===== config.mk =====
export PLATFORM = sky130hd
export DESIGN_NAME = apb_charmap_ctrl
export DESIGN_NICKNAME = d
export VERILOG_FILES = /design/src/rtl/apb_charmap_pkg.sv /design/src/rtl/apb_charmap_ctrl_fill.sv /design/src/rtl/apb_charmap_ctrl.sv
export SDC_FILE = /design/constraint.sdc
export NUM_CORES = 1
export LEC_CHECK = 0
export CORE_MARGIN = 5
export CORE_UTILIZATION = 50
export CTS_BUF_LIST = sky130_fd_sc_hd__clkbuf_16
export CTS_CLUSTER_DIAMETER = 80
export CTS_CLUSTER_SIZE = 20
export DETAILED_ROUTE_END_ITERATION = 10
export GPL_TIMING_DRIVEN = 0
export PLACE_DENSITY = 0.84
export SLEW_MARGIN = 20
export SYNTH_ARGS = -nofsm -noshare
export SYNTH_HDL_FRONTEND = slang
export SYNTH_SLANG_ARGS = --single-unit

===== constraint.sdc =====
create_clock -name clk_i -period 6.85 [get_ports clk_i]
set_clock_uncertainty 0.2 [all_clocks]
set_input_delay 1.37 -clock clk_i [delete_from_list [all_inputs] [get_ports clk_i]]
set_output_delay 1.37 -clock clk_i [all_outputs]
set_load 0.005 [all_outputs]

===== src/rtl/apb_charmap_pkg.sv =====
// Shared definitions for the APB character-map front-end.
// Holds the address-region decode, the word-index bases of the MAP/GLYPH/CSR windows
// (all computed from COLS/ROWS/GLYPH_BITS), the CSR field positions and the FSM state type.
package apb_charmap_pkg;

    typedef enum logic [1:0] {
        RegMap,
        RegGlyph,
        RegCsr,
        RegNone
    } region_e;

    typedef enum logic [3:0] {
        StIdle,
        StDecode,
        StMapRd,
        StMapWr,
        StGlyRd,
        StGlyWr,
        StCsr,
        StWaitFill,
        StErr,
        StResp
    } state_e;

    // CSR word offsets from the CSR base
    localparam int unsigned CTRL_OFF   = 0;
    localparam int unsigned STATUS_OFF = 1;

    // CTRL / STATUS bit positions
    localparam int unsigned CTRL_START_BIT   = 0;
    localparam int unsigned CTRL_DONECLR_BIT = 1;
    localparam int unsigned CTRL_IE_BIT      = 2;
    localparam int unsigned STATUS_BUSY_BIT  = 0;
    localparam int unsigned STATUS_DONE_BIT  = 1;

    function automatic int unsigned pow2_ceil(input int unsigned x);
        return 32'd1 << $clog2(x);
    endfunction

    function automatic int unsigned glyph_words(input int unsigned gbits);
        return 256 * gbits / 32;
    endfunction

    // Glyph window sits on a boundary that is a multiple of both window sizes, so it is
    // naturally aligned to its own power-of-2 size.
    function automatic int unsigned glyph_base_w(input int unsigned cols, input int unsigned rows,
                                                 input int unsigned gbits);
        int unsigned m;
        int unsigned g;
        m = pow2_ceil(cols * rows);
        g = pow2_ceil(glyph_words(gbits));
        return (m > g) ? m : g;
    endfunction

    function automatic int unsigned csr_base_w(input int unsigned cols, input int unsigned rows,
                                               input int unsigned gbits);
        return glyph_base_w(cols, rows, gbits) + pow2_ceil(glyph_words(gbits));
    endfunction

    function automatic region_e decode_region(input logic [31:0] widx, input int unsigned cols,
                                              input int unsigned rows, input int unsigned gbits);
        int unsigned gb;
        int unsigned cb;
        gb = glyph_base_w(cols, rows, gbits);
        cb = csr_base_w(cols, rows, gbits);
        if (widx < cols * rows) begin
            return RegMap;
        end else if (widx >= gb && widx < gb + glyph_words(gbits)) begin
            return RegGlyph;
        end else if (widx == cb + CTRL_OFF || widx == cb + STATUS_OFF) begin
            return RegCsr;
        end
        return RegNone;
    endfunction

endpackage


===== src/rtl/apb_charmap_ctrl_fill.sv =====
// Screen-fill engine: on start, writes a 16-bit value to every cell 0..Cells-1, one per cycle.
// Ports: start_i/value_i launch a fill, done_clr_i clears the sticky done flag (a same-cycle
// fill end wins), busy_o/done_o are status, we_o/addr_o/wdata_o form the map-port write request
// that the top muxes onto the RAM port while busy_o is high.
module charmap_fill_engine #(
    parameter int unsigned Cells = 2400,
    parameter int unsigned MAW   = 12
) (
    input  logic           clk_i,
    input  logic           rst_i,
    input  logic           start_i,
    input  logic [15:0]    value_i,
    input  logic           done_clr_i,
    output logic           busy_o,
    output logic           done_o,
    output logic           we_o,
    output logic [MAW-1:0] addr_o,
    output logic [15:0]    wdata_o
);

    logic           busy_q, busy_d;
    logic           done_q, done_d;
    logic [MAW-1:0] cnt_q, cnt_d;
    logic [15:0]    val_q, val_d;
    logic           last;

    assign last = (cnt_q == MAW'(Cells - 1));

    always_comb begin
        busy_d = busy_q;
        done_d = done_q;
        cnt_d  = cnt_q;
        val_d  = val_q;
        if (busy_q) begin
            if (last) begin
                busy_d = 1'b0;
                cnt_d  = '0;
            end else begin
                cnt_d = cnt_q + MAW'(1);
            end
        end else if (start_i) begin
            busy_d = 1'b1;
            cnt_d  = '0;
            val_d  = value_i;
        end
        if (busy_q && last) begin
            done_d = 1'b1;
        end else if (done_clr_i) begin
            done_d = 1'b0;
        end
    end

    always_ff @(posedge clk_i) begin
        if (rst_i) begin
            busy_q <= 1'b0;
            done_q <= 1'b0;
            cnt_q  <= '0;
            val_q  <= '0;
        end else begin
            busy_q <= busy_d;
            done_q <= done_d;
            cnt_q  <= cnt_d;
            val_q  <= val_d;
        end
    end

    assign busy_o  = busy_q;
    assign done_o  = done_q;
    assign we_o    = busy_q;
    assign addr_o  = cnt_q;
    assign wdata_o = val_q;

endmodule


===== src/rtl/apb_charmap_ctrl.sv =====
// APB slave front-end for the character-mapped VGA generator.
// Exposes the char/colour map, the glyph table and CTRL/STATUS CSRs over APB and drives generic
// synchronous RAM ports toward the chargen core.
// Ports: clk_i/rst_i (sync active-high), apb_* APB slave, map_* cell RAM port (shared with the
// fill engine), glyph_* glyph RAM port (writes are read-modify-write), irq_o = done & ie.
module apb_charmap_ctrl
    import apb_charmap_pkg::*;
#(
    parameter int unsigned APB_ADDR_WIDTH = 16,
    parameter int unsigned APB_DATA_WIDTH = 32,
    parameter int unsigned COLS           = 80,
    parameter int unsigned ROWS           = 30,
    parameter int unsigned GLYPH_BITS     = 128,
    parameter int unsigned MEM_RD_LAT     = 1,
    localparam int unsigned MAW           = $clog2(COLS * ROWS)
) (
    input  logic                      clk_i,
    input  logic                      rst_i,
    input  logic [APB_ADDR_WIDTH-1:0] apb_paddr_i,
    input  logic [APB_DATA_WIDTH-1:0] apb_pwdata_i,
    input  logic [3:0]                apb_pstrb_i,
    input  logic                      apb_pwrite_i,
    input  logic                      apb_psel_i,
    input  logic                      apb_penable_i,
    output logic [APB_DATA_WIDTH-1:0] apb_prdata_o,
    output logic                      apb_pready_o,
    output logic                      apb_pslverr_o,
    output logic [MAW-1:0]            map_addr_o,
    output logic [15:0]               map_wdata_o,
    output logic [1:0]                map_wbe_o,
    output logic                      map_we_o,
    input  logic [15:0]               map_rdata_i,
    output logic [7:0]                glyph_addr_o,
    output logic [GLYPH_BITS-1:0]     glyph_wdata_o,
    output logic                      glyph_we_o,
    input  logic [GLYPH_BITS-1:0]     glyph_rdata_i,
    output logic                      irq_o
);

    localparam int unsigned Cells        = COLS * ROWS;
    localparam int unsigned WPG          = GLYPH_BITS / 32;
    localparam int unsigned KW           = (WPG > 1) ? $clog2(WPG) : 1;
    localparam int unsigned GLYPH_BASE_W = glyph_base_w(COLS, ROWS, GLYPH_BITS);
    localparam int unsigned CSR_BASE_W   = csr_base_w(COLS, ROWS, GLYPH_BITS);

    // Byte-merge one 32-bit APB word into word k of a glyph
    function automatic logic [GLYPH_BITS-1:0] glyph_merge(input logic [GLYPH_BITS-1:0] old,
                                                          input logic [KW-1:0] k,
                                                          input logic [31:0] wd,
                                                          input logic [3:0] st);
        logic [GLYPH_BITS-1:0] r;
        r = old;
        for (int b = 0; b < 4; b++) begin
            if (st[b]) begin
                r[32*k + 8*b +: 8] = wd[8*b +: 8];
            end
        end
        return r;
    endfunction

    state_e                    state_q;
    logic [2:0]                cnt_q;
    logic                      wr_q;
    logic [31:0]               wdata_q;
    logic [3:0]                strb_q;
    logic [KW-1:0]             k_q;
    logic [31:0]               rdata_q;
    logic                      pready_q;
    logic                      pslverr_q;
    logic [31:0]               prdata_q;
    logic [MAW-1:0]            map_addr_q;
    logic [15:0]               map_wdata_q;
    logic [1:0]                map_wbe_q;
    logic                      map_we_q;
    logic [7:0]                glyph_addr_q;
    logic [GLYPH_BITS-1:0]     glyph_wdata_q;
    logic                      glyph_we_q;
    logic                      ie_q;
    logic [15:0]               fill_val_q;

    // Address decode of the live APB request
    logic [31:0]   widx;
    logic [31:0]   goff;
    logic [7:0]    gcode;
    logic [KW-1:0] gword;
    region_e       region;
    logic          is_ctrl;
    logic          is_status;
    logic          start_req;
    logic          err_c;
    logic          in_decode;
    logic          fill_start_c;
    logic          done_clr_c;
    logic [15:0]   new_fill_val;
    logic [31:0]   csr_rd;

    logic           fill_busy;
    logic           fill_done;
    logic           fill_we;
    logic [MAW-1:0] fill_addr;
    logic [15:0]    fill_wdata;

    always_comb begin
        widx      = 32'(apb_paddr_i) >> 2;
        goff      = widx - GLYPH_BASE_W;
        gcode     = 8'(goff / WPG);
        gword     = KW'(goff % WPG);
        region    = decode_region(widx, COLS, ROWS, GLYPH_BITS);
        is_ctrl   = (widx == CSR_BASE_W + CTRL_OFF);
        is_status = (widx == CSR_BASE_W + STATUS_OFF);
        start_req = apb_pwrite_i && (region == RegCsr) && is_ctrl && apb_pstrb_i[0]
                    && apb_pwdata_i[CTRL_START_BIT];
        err_c     = (apb_paddr_i[1:0] != 2'b00) || (region == RegNone)
                    || (apb_pwrite_i && (region == RegCsr) && is_status)
                    || (start_req && fill_busy);
        in_decode = (state_q == StDecode) && apb_psel_i && !err_c;
        fill_start_c = in_decode && start_req;
        done_clr_c   = in_decode && apb_pwrite_i && (region == RegCsr) && is_ctrl
                       && apb_pstrb_i[0] && apb_pwdata_i[CTRL_DONECLR_BIT];
        new_fill_val[7:0]  = apb_pstrb_i[2] ? apb_pwdata_i[23:16] : fill_val_q[7:0];
        new_fill_val[15:8] = apb_pstrb_i[3] ? apb_pwdata_i[31:24] : fill_val_q[15:8];
        csr_rd = '0;
        if (is_ctrl) begin
            csr_rd[CTRL_IE_BIT] = ie_q;
            csr_rd[31:16]       = fill_val_q;
        end else begin
            csr_rd[STATUS_BUSY_BIT] = fill_busy;
            csr_rd[STATUS_DONE_BIT] = fill_done;
        end
    end

    charmap_fill_engine #(
        .Cells (Cells),
        .MAW   (MAW)
    ) u_fill (
        .clk_i      (clk_i),
        .rst_i      (rst_i),
        .start_i    (fill_start_c),
        .value_i    (new_fill_val),
        .done_clr_i (done_clr_c),
        .busy_o     (fill_busy),
        .done_o     (fill_done),
        .we_o       (fill_we),
        .addr_o     (fill_addr),
        .wdata_o    (fill_wdata)
    );

    always_ff @(posedge clk_i) begin
        if (rst_i) begin
            state_q       <= StIdle;
            cnt_q         <= '0;
            wr_q          <= 1'b0;
            wdata_q       <= '0;
            strb_q        <= '0;
            k_q           <= '0;
            rdata_q       <= '0;
            pready_q      <= 1'b0;
            pslverr_q     <= 1'b0;
            prdata_q      <= '0;
            map_addr_q    <= '0;
            map_wdata_q   <= '0;
            map_wbe_q     <= '0;
            map_we_q      <= 1'b0;
            glyph_addr_q  <= '0;
            glyph_wdata_q <= '0;
            glyph_we_q    <= 1'b0;
            ie_q          <= 1'b0;
            fill_val_q    <= '0;
        end else begin
            // Pulse outputs default low; RESP lasts exactly one cycle
            pready_q   <= 1'b0;
            pslverr_q  <= 1'b0;
            prdata_q   <= '0;
            map_we_q   <= 1'b0;
            glyph_we_q <= 1'b0;
            unique case (state_q)
                StIdle: begin
                    if (apb_psel_i && apb_penable_i) state_q <= StDecode;
                end
                StDecode: begin
                    if (!apb_psel_i) begin
                        state_q <= StIdle;
                    end else begin
                        wr_q    <= apb_pwrite_i;
                        wdata_q <= apb_pwdata_i;
                        strb_q  <= apb_pstrb_i;
                        k_q     <= gword;
                        cnt_q   <= '0;
                        if (err_c) begin
                            state_q <= StErr;
                        end else begin
                            case (region)
                                RegMap: begin
                                    if (fill_busy) begin
                                        state_q <= StWaitFill;
                                    end else begin
                                        map_addr_q <= widx[MAW-1:0];
                                        if (apb_pwrite_i) begin
                                            map_we_q    <= |apb_pstrb_i[1:0];
                                            map_wbe_q   <= apb_pstrb_i[1:0];
                                            map_wdata_q <= apb_pwdata_i[15:0];
                                            state_q     <= StMapWr;
                                        end else begin
                                            state_q <= StMapRd;
                                        end
                                    end
                                end
                                RegGlyph: begin
                                    glyph_addr_q <= gcode;
                                    state_q      <= StGlyRd;
                                end
                                RegCsr: begin
                                    if (apb_pwrite_i) begin
                                        if (is_ctrl) begin
                                            if (apb_pstrb_i[0]) ie_q <= apb_pwdata_i[CTRL_IE_BIT];
                                            fill_val_q <= new_fill_val;
                                        end
                                        rdata_q <= '0;
                                    end else begin
                                        rdata_q <= csr_rd;
                                    end
                                    state_q <= StCsr;
                                end
                                default: state_q <= StErr;
                            endcase
                        end
                    end
                end
                StWaitFill: begin
                    // Re-decode once the fill releases the map port
                    if (!apb_psel_i) state_q <= StIdle;
                    else if (!fill_busy) state_q <= StDecode;
                end
                StMapWr, StGlyWr: begin
                    pready_q <= apb_psel_i;
                    state_q  <= apb_psel_i ? StResp : StIdle;
                end
                StMapRd: begin
                    if (!apb_psel_i) begin
                        state_q <= StIdle;
                    end else if (cnt_q == 3'(MEM_RD_LAT)) begin
                        pready_q <= 1'b1;
                        prdata_q <= {16'b0, map_rdata_i};
                        state_q  <= StResp;
                    end else begin
                        cnt_q <= cnt_q + 3'd1;
                    end
                end
                StGlyRd: begin
                    // No psel check: an issued read-modify-write always completes
                    if (cnt_q == 3'(MEM_RD_LAT)) begin
                        if (wr_q) begin
                            glyph_wdata_q <= glyph_merge(glyph_rdata_i, k_q, wdata_q, strb_q);
                            glyph_we_q    <= 1'b1;
                            state_q       <= StGlyWr;
                        end else if (apb_psel_i) begin
                            pready_q <= 1'b1;
                            prdata_q <= glyph_rdata_i[32*k_q +: 32];
                            state_q  <= StResp;
                        end else begin
                            state_q <= StIdle;
                        end
                    end else begin
                        cnt_q <= cnt_q + 3'd1;
                    end
                end
                StCsr: begin
                    pready_q <= apb_psel_i;
                    prdata_q <= apb_psel_i ? rdata_q : '0;
                    state_q  <= apb_psel_i ? StResp : StIdle;
                end
                StErr: begin
                    pready_q  <= apb_psel_i;
                    pslverr_q <= apb_psel_i;
                    state_q   <= apb_psel_i ? StResp : StIdle;
                end
                StResp:  state_q <= StIdle;
                default: state_q <= StIdle;
            endcase
        end
    end

    assign apb_prdata_o  = prdata_q;
    assign apb_pready_o  = pready_q;
    assign apb_pslverr_o = pslverr_q;

    // Fill engine owns the map port while busy
    assign map_we_o    = fill_busy ? fill_we : map_we_q;
    assign map_addr_o  = fill_busy ? fill_addr : map_addr_q;
    assign map_wdata_o = fill_busy ? fill_wdata : map_wdata_q;
    assign map_wbe_o   = fill_busy ? 2'b11 : map_wbe_q;

    assign glyph_addr_o  = glyph_addr_q;
    assign glyph_wdata_o = glyph_wdata_q;
    assign glyph_we_o    = glyph_we_q;

    assign irq_o = fill_done & ie_q;

endmodule


---- Word level (Yosys, flattened, before mapping) ----
Index checks and enable logic that the tools add are counted.
word-level totals
  output and inout bits ................... 203
  input bits .............................. 201
  flip-flop bits (word level) ............. 327
cells by class
  multiplexer cells ....................... 77
  bitwise gates (word level) .............. 10
  reductions and logical operators ........ 44
  shifts and indexed selects .............. 9
  $add $sub $neg .......................... 10
  order comparisons ....................... 3
  equal/unequal tests ..................... 21
operators by type and width
  kind                        number
  $mux W128                   16
  $bwmux W128                 4
  $shift A8 B34 Y128 const A  4
  $shiftx A8 B34 Y128         4
  $mux W32                    5
  $shiftx A128 B8 Y32         1
  $neg A8 Y34                 3
  $pmux W32 S3                1
  $mux W16                    4
  $mux W12                    4
  $mux W4                     10
  $neg A7 Y34                 1
  $eq A14 B13 Y1 const B      2
  $pmux W4 S6                 1
  $logic_and A1 B1 Y1         17
  $mux W1                     17
  $add A7 B5 Y8 const B       2
  $eq A4 B3 Y1 const B        4
  $mux W8                     2
  $ge A14 B13 Y1 const B      1
  $lt A14 B12 Y1 const B      1
  $lt A14 B13 Y1 const B      1
  $add A12 B1 Y12 const B     1
  $eq A12 B12 Y1 const B      1
  other kinds (34)            67

---- Depth between registers and ports, before layout ----
  word-level depth ........................ 22
  depth in mapped cells ................... 9

---- By module ----
Synthesis repeated with hierarchy kept, for this count alone.
second synthesis, totals
  cells, all modules ...................... 1544
  area total of the unflattened synthesis .. 14017.2 µm²
modules (own cells, without submodules)
  module               area each (µm²)  cells each  instances
  apb_charmap_ctrl     12712.2          1386        1
  charmap_fill_engine  1305.0           158         1

---- Worst setup path after synthesis ----
OpenSTA, ideal clock, no wires.
  path kind ............................... input port to flip-flop
  start ................................... input port apb_paddr_i[11]
  end ..................................... register u_fill.val_q[0], in the netlist u_fill.wdata_o[0]
  data required time ...................... 6522 ps
  path slack .............................. 3691 ps
  path buffers ............................ 1
  data arrival time ....................... 2832 ps
  stages .................................. 6
  library setup time ...................... 128 ps
  cells stage by stage .................... nor4b_2 -> nand2_1 -> nor4_4 -> buf_6 -> mux2i_1 -> nor2_1
between the ends
  cells in the longest elaborated chain, start to end .. 17
ends and longest elaborated chain
  what                                                     RTL line                     text
  from (decl)                                              apb_charmap_ctrl.sv:19       input logic [APB_ADDR_WIDTH-1:0] apb_paddr_i,
  branches (longest 15 deep; another with $ge A14 B13 Y1)  -
  $logic_and A1 B1 Y1 (*)                                  apb_charmap_ctrl.sv:117      fill_start_c = in_decode && start_req;
  $reduce_and A2 Y1 (no source line) (*)                   -
  to (signal assigned)                                     apb_charmap_ctrl_fill.sv:63  val_q <= val_d;
  to (decl)                                                apb_charmap_ctrl_fill.sv:24  logic [15:0] val_q, val_d;
Every way passes the cells marked *.
A chain may end at the register's enable or synchronous reset.

---- Final worst setup path ----
  start ................................... register u_fill.busy_q, in the netlist u_fill.busy_o
  end ..................................... output port map_wdata_o[12]
between the ends
  cells in the longest elaborated chain, start to end .. 1
ends and longest elaborated chain
  what                    RTL line                     text
  from (decl)             apb_charmap_ctrl_fill.sv:21  logic busy_q, busy_d;
  from (signal assigned)  apb_charmap_ctrl_fill.sv:60  busy_q <= busy_d;
  $mux W16                apb_charmap_ctrl.sv:290      assign map_wdata_o = fill_busy ? fill_wdata : map_wdata_q;
  to (decl)               apb_charmap_ctrl.sv:29       output logic [15:0] map_wdata_o,
No other way between the ends.

==> flow_summary_export.csv <==
group,metric,value,unit
synth,async_reset_ff_frac,0,
worst_setup_path,critPathTopFamily,"buffers and inverters",
sta,max_freq,226,MHz
placed_design,dpl.hpwl,45400,um
placed_design,pre_cts_slack,2720,ps
global_route,grt_pass1_wl,85700,um
worst_setup_path,arrival,2850,ps
die,die_y,176,um
finish,ff_latch_area,6290,um2
drt,drtAntennaViolNets,0,
finish,fillCellCount,2090,
clock_network,cts_buffers,19,
power,leakagePower,6.37,nW
sta,finalSetupTns,0,ps
worst_setup_path,critPathLaunchType,"flop",
power,powerDensity,178,nW/um2
worst_hold_path,min_from,"map_addr_q[5]",
global_route,grt_overflow_total,0,
sta,setup_slack,2430,ps
die,dieWidth,176,um
finish,multi_input_area,7000,um2
drt,dr.pass1.iters,6,
worst_setup_path,r2r_slack,3710,ps
synth,ys_types,62,
worst_setup_path,path_buf_inv,3,
worst_setup_path,critPathKind,"reg -> out",
synth,synthAdderAreaFrac,0.00819,
drt,routed_wl,58200,um
synth,synthCells,1486,
die,dieArea,30900,um2
sta,period_minus_slack,4420,ps
synth,syn-num-nets,1696,
finish,design_area,18800,um2
synth,ys_seq_elements,314,
placed_design,gp_congestion,0.982,
worst_setup_path,regToRegStartpoint,"k_q[1]",
worst_setup_path,crit_fanout,10,
drt,drcViolationCount,0,
drt,via_per_inst,6.48,
finish,area_growth,36.4,%
drt,route.met2.wl,27500,um
status,status,"finished clean",
sta,worst_pin_slew,1170,ps
clock_network,root_buffer,"clkbuf_16",
die,core_area,27000,um2
worst_hold_path,hold_path.class,"reg -> reg",
synth,synth_top_family_by_area,"simple AND/OR/NAND/NOR gates",
finish,drive_above_1_share,0.0797,
drt,drt-met1-wl,20300,um
clock_network,cts.clk_slew.worst_paths,90,ps
global_route,grt_pass1_vias,14100,
global_route,antenna_found_initial,2,
synth,synth_warnings,0,
placed_design,io_buffers,400,
sta,final-setup-viol-count,0,
synth,syn_avg_cell_area,9.26,um2
finish,fin_nets,2117,
clock_network,cts_resized,0,
worst_setup_path,slowest_delay,600,ps
sta,maxSlewHeadroom,0.216,
sta,hold_viol_final,0,
sta,fin_crit_sh,0.645,
clock_network,clock_latency,510,ps
clock_network,cts_setup_buffers,0,
synth,syn-cell-area,13800,um2
worst_setup_path,critPathSlowestCell,"clkbuf_1",
clock_network,clock-sinks,314,
worst_hold_path,holdPathEnd,"map_addr_q[5]",
drt,wl_met3,6910,um
synth,synth_edf_count,0,
synth,muxShareOfSynthArea,0.131,
worst_setup_path,cp.required,5280,ps
worst_setup_path,path_cells,"clkbuf_1 > clkbuf_1 > mux2_2 > clkdlybuf4s50_1",
die,fp-row-count,60,
worst_hold_path,holdPathStages,2,
die,pin_count,404,
worst_setup_path,cp-end-kind,"output pin",
global_route,grt_max_degree,21,
synth,synth-xor-area-share,0.000637,
clock_network,clock_path_buffers,3,
sta,slew_viol_final,0,
synth,synthFlopType,"dfxtp_1",
global_route,grtUsageTotal,0.356,
job,cap_viol_max_count,0,
drt,wl_per_cell,25.8,um
sta,rsz0062_at_grt,"false",
synth,yosysSeqAreaShare,0.457,
die,start_util,0.509,
clock_network,cts_tree,"built",
clock_network,ctsHtreeMaxLevel,1,
drt,maxUsedRoutingLayer,"met5",
worst_setup_path,r2r_end,"apb_prdata_o[18]",
synth,synth_compound_area_frac,0.159,
drt,drtIter0Drc,1969,
placed_design,placed_cell_area,18200,um2
synth,synthSimpleGateAreaFrac,0.206,
clock_network,ctsHoldBuffers,0,
worst_setup_path,cpMostUsedCell,"clkbuf_1",
drt,num_vias,14599,
power,ir_drop,0.165,mV
worst_setup_path,rr_worst_depth,6,
==> tightest hold or removal path, stage by stage, from the launching register on <==
cell and delay (ps):
dfxtp_1 310, nand2_1 50, a21oi_1 50
==> cell usage in the layout, fill, tap and decap left out, types with 10 or more instances in the layout <==
| cell type | count |
|---|---|
| a221oi_1 | 129 |
| nor3_1 | 140 |
| dfxtp_1 | 314 |
| nand2_1 | 145 |
| clkbuf_16 | 19 |
| a311oi_1 | 10 |
| a22o_1 | 20 |
| buf_2 | 15 |
| nand3_1 | 14 |
| clkbuf_1 | 89 |
| mux2i_1 | 59 |
| mux2_2 | 44 |
| mux4_2 | 32 |
| a21oi_1 | 65 |
| a22oi_1 | 32 |
| inv_1 | 11 |
| clkdlybuf4s50_1 | 400 |
| nor2_1 | 241 |
==> cells in the mapped netlist (all sizes together) (10+ instances only) <==
library cell,count,share of area
a21oi,65,0.024
a221oi,129,0.082
a22o,20,0.013
a22oi,32,0.017
a311oi,10,0.0064
buf,27,0.011
clkbuf,89,0.024
dfxtp,314,0.46
mux2,44,0.036
mux2i,59,0.043
mux4,32,0.052
nand2,145,0.040
nand3,15,0.0064
nor2,242,0.066
nor3,143,0.054
nor4,15,0.0099
==> area by class of cell <==
class                   instances  share of cell area
multi-input cells            1047               0.373
flip-flops and latches        314               0.335
repair buffers                400               0.213
plain buffers                 116              0.0260
clock buffers                  19              0.0253
well taps                     341              0.0227
clock inverters                 3             0.00200
inverters                       9             0.00180
diodes                          3            0.000400
==> worst max-delay path by stage <==
stage	from	end	slack (ps)	cells after the start
4_1_cts	u_fill.busy_o	map_wdata_o[12]	2420	4
3_3_place_gp	apb_paddr_i[3]	u_fill.wdata_o[1]	2730	7
2_1_floorplan	apb_paddr_i[11]	u_fill.wdata_o[0]	3690	6
3_5_place_dp	apb_paddr_i[3]	u_fill.wdata_o[5]	2720	7
6_report	u_fill.busy_o	map_wdata_o[12]	2430	4
5_1_grt	u_fill.busy_o	map_wdata_o[12]	2320	4
==> kinds of logic after synthesis <==
logic type,after synthesis
compound gates,287
xor+xnor,1
fa+ha+maj,9
buf+inv,125
flops,314
mux,135
simple gates,615
==> sequential cells by signal (all words and copies together) (netlist names), 2 cells and up <==
name            cells
k_q                 2
strb_q              4
glyph_wdata_o     128
fill_val_q         16
cnt_q               3
u_fill.addr_o      12
rdata_q            19
state_q             4
map_wbe_q           2
apb_prdata_o       32
u_fill.wdata_o     16
map_wdata_q        16
wdata_q            32
map_addr_q         12
glyph_addr_o        8
==> through the flow <==
step	util	total power [W]	std cells	hold slack (ps)
after floorplan	-	0.00200	1486	229
after global placement	0.673	0.00220	2227	239
after detailed placement	0.675	0.00221	2227	245
after CTS	0.694	0.00332	2249	256
after global routing	0.694	0.00341	2249	281
final	0.694	0.00334	2252	257
==> metal layers <==
metal  GRT usage  up-vias
li1            -     6313
met1       0.427     6877
met2       0.607     1147
met3      0.0807      260
met4       0.170        2
met5           0        -
==> where the power goes <==
part           total [W]  switching (W)  internal [W]
sequential       0.00185      0.0000183       0.00183
clock            0.00116       0.000622      0.000536
combinational   0.000326       0.000168      0.000157
Power figures use the tool's default switching activity.
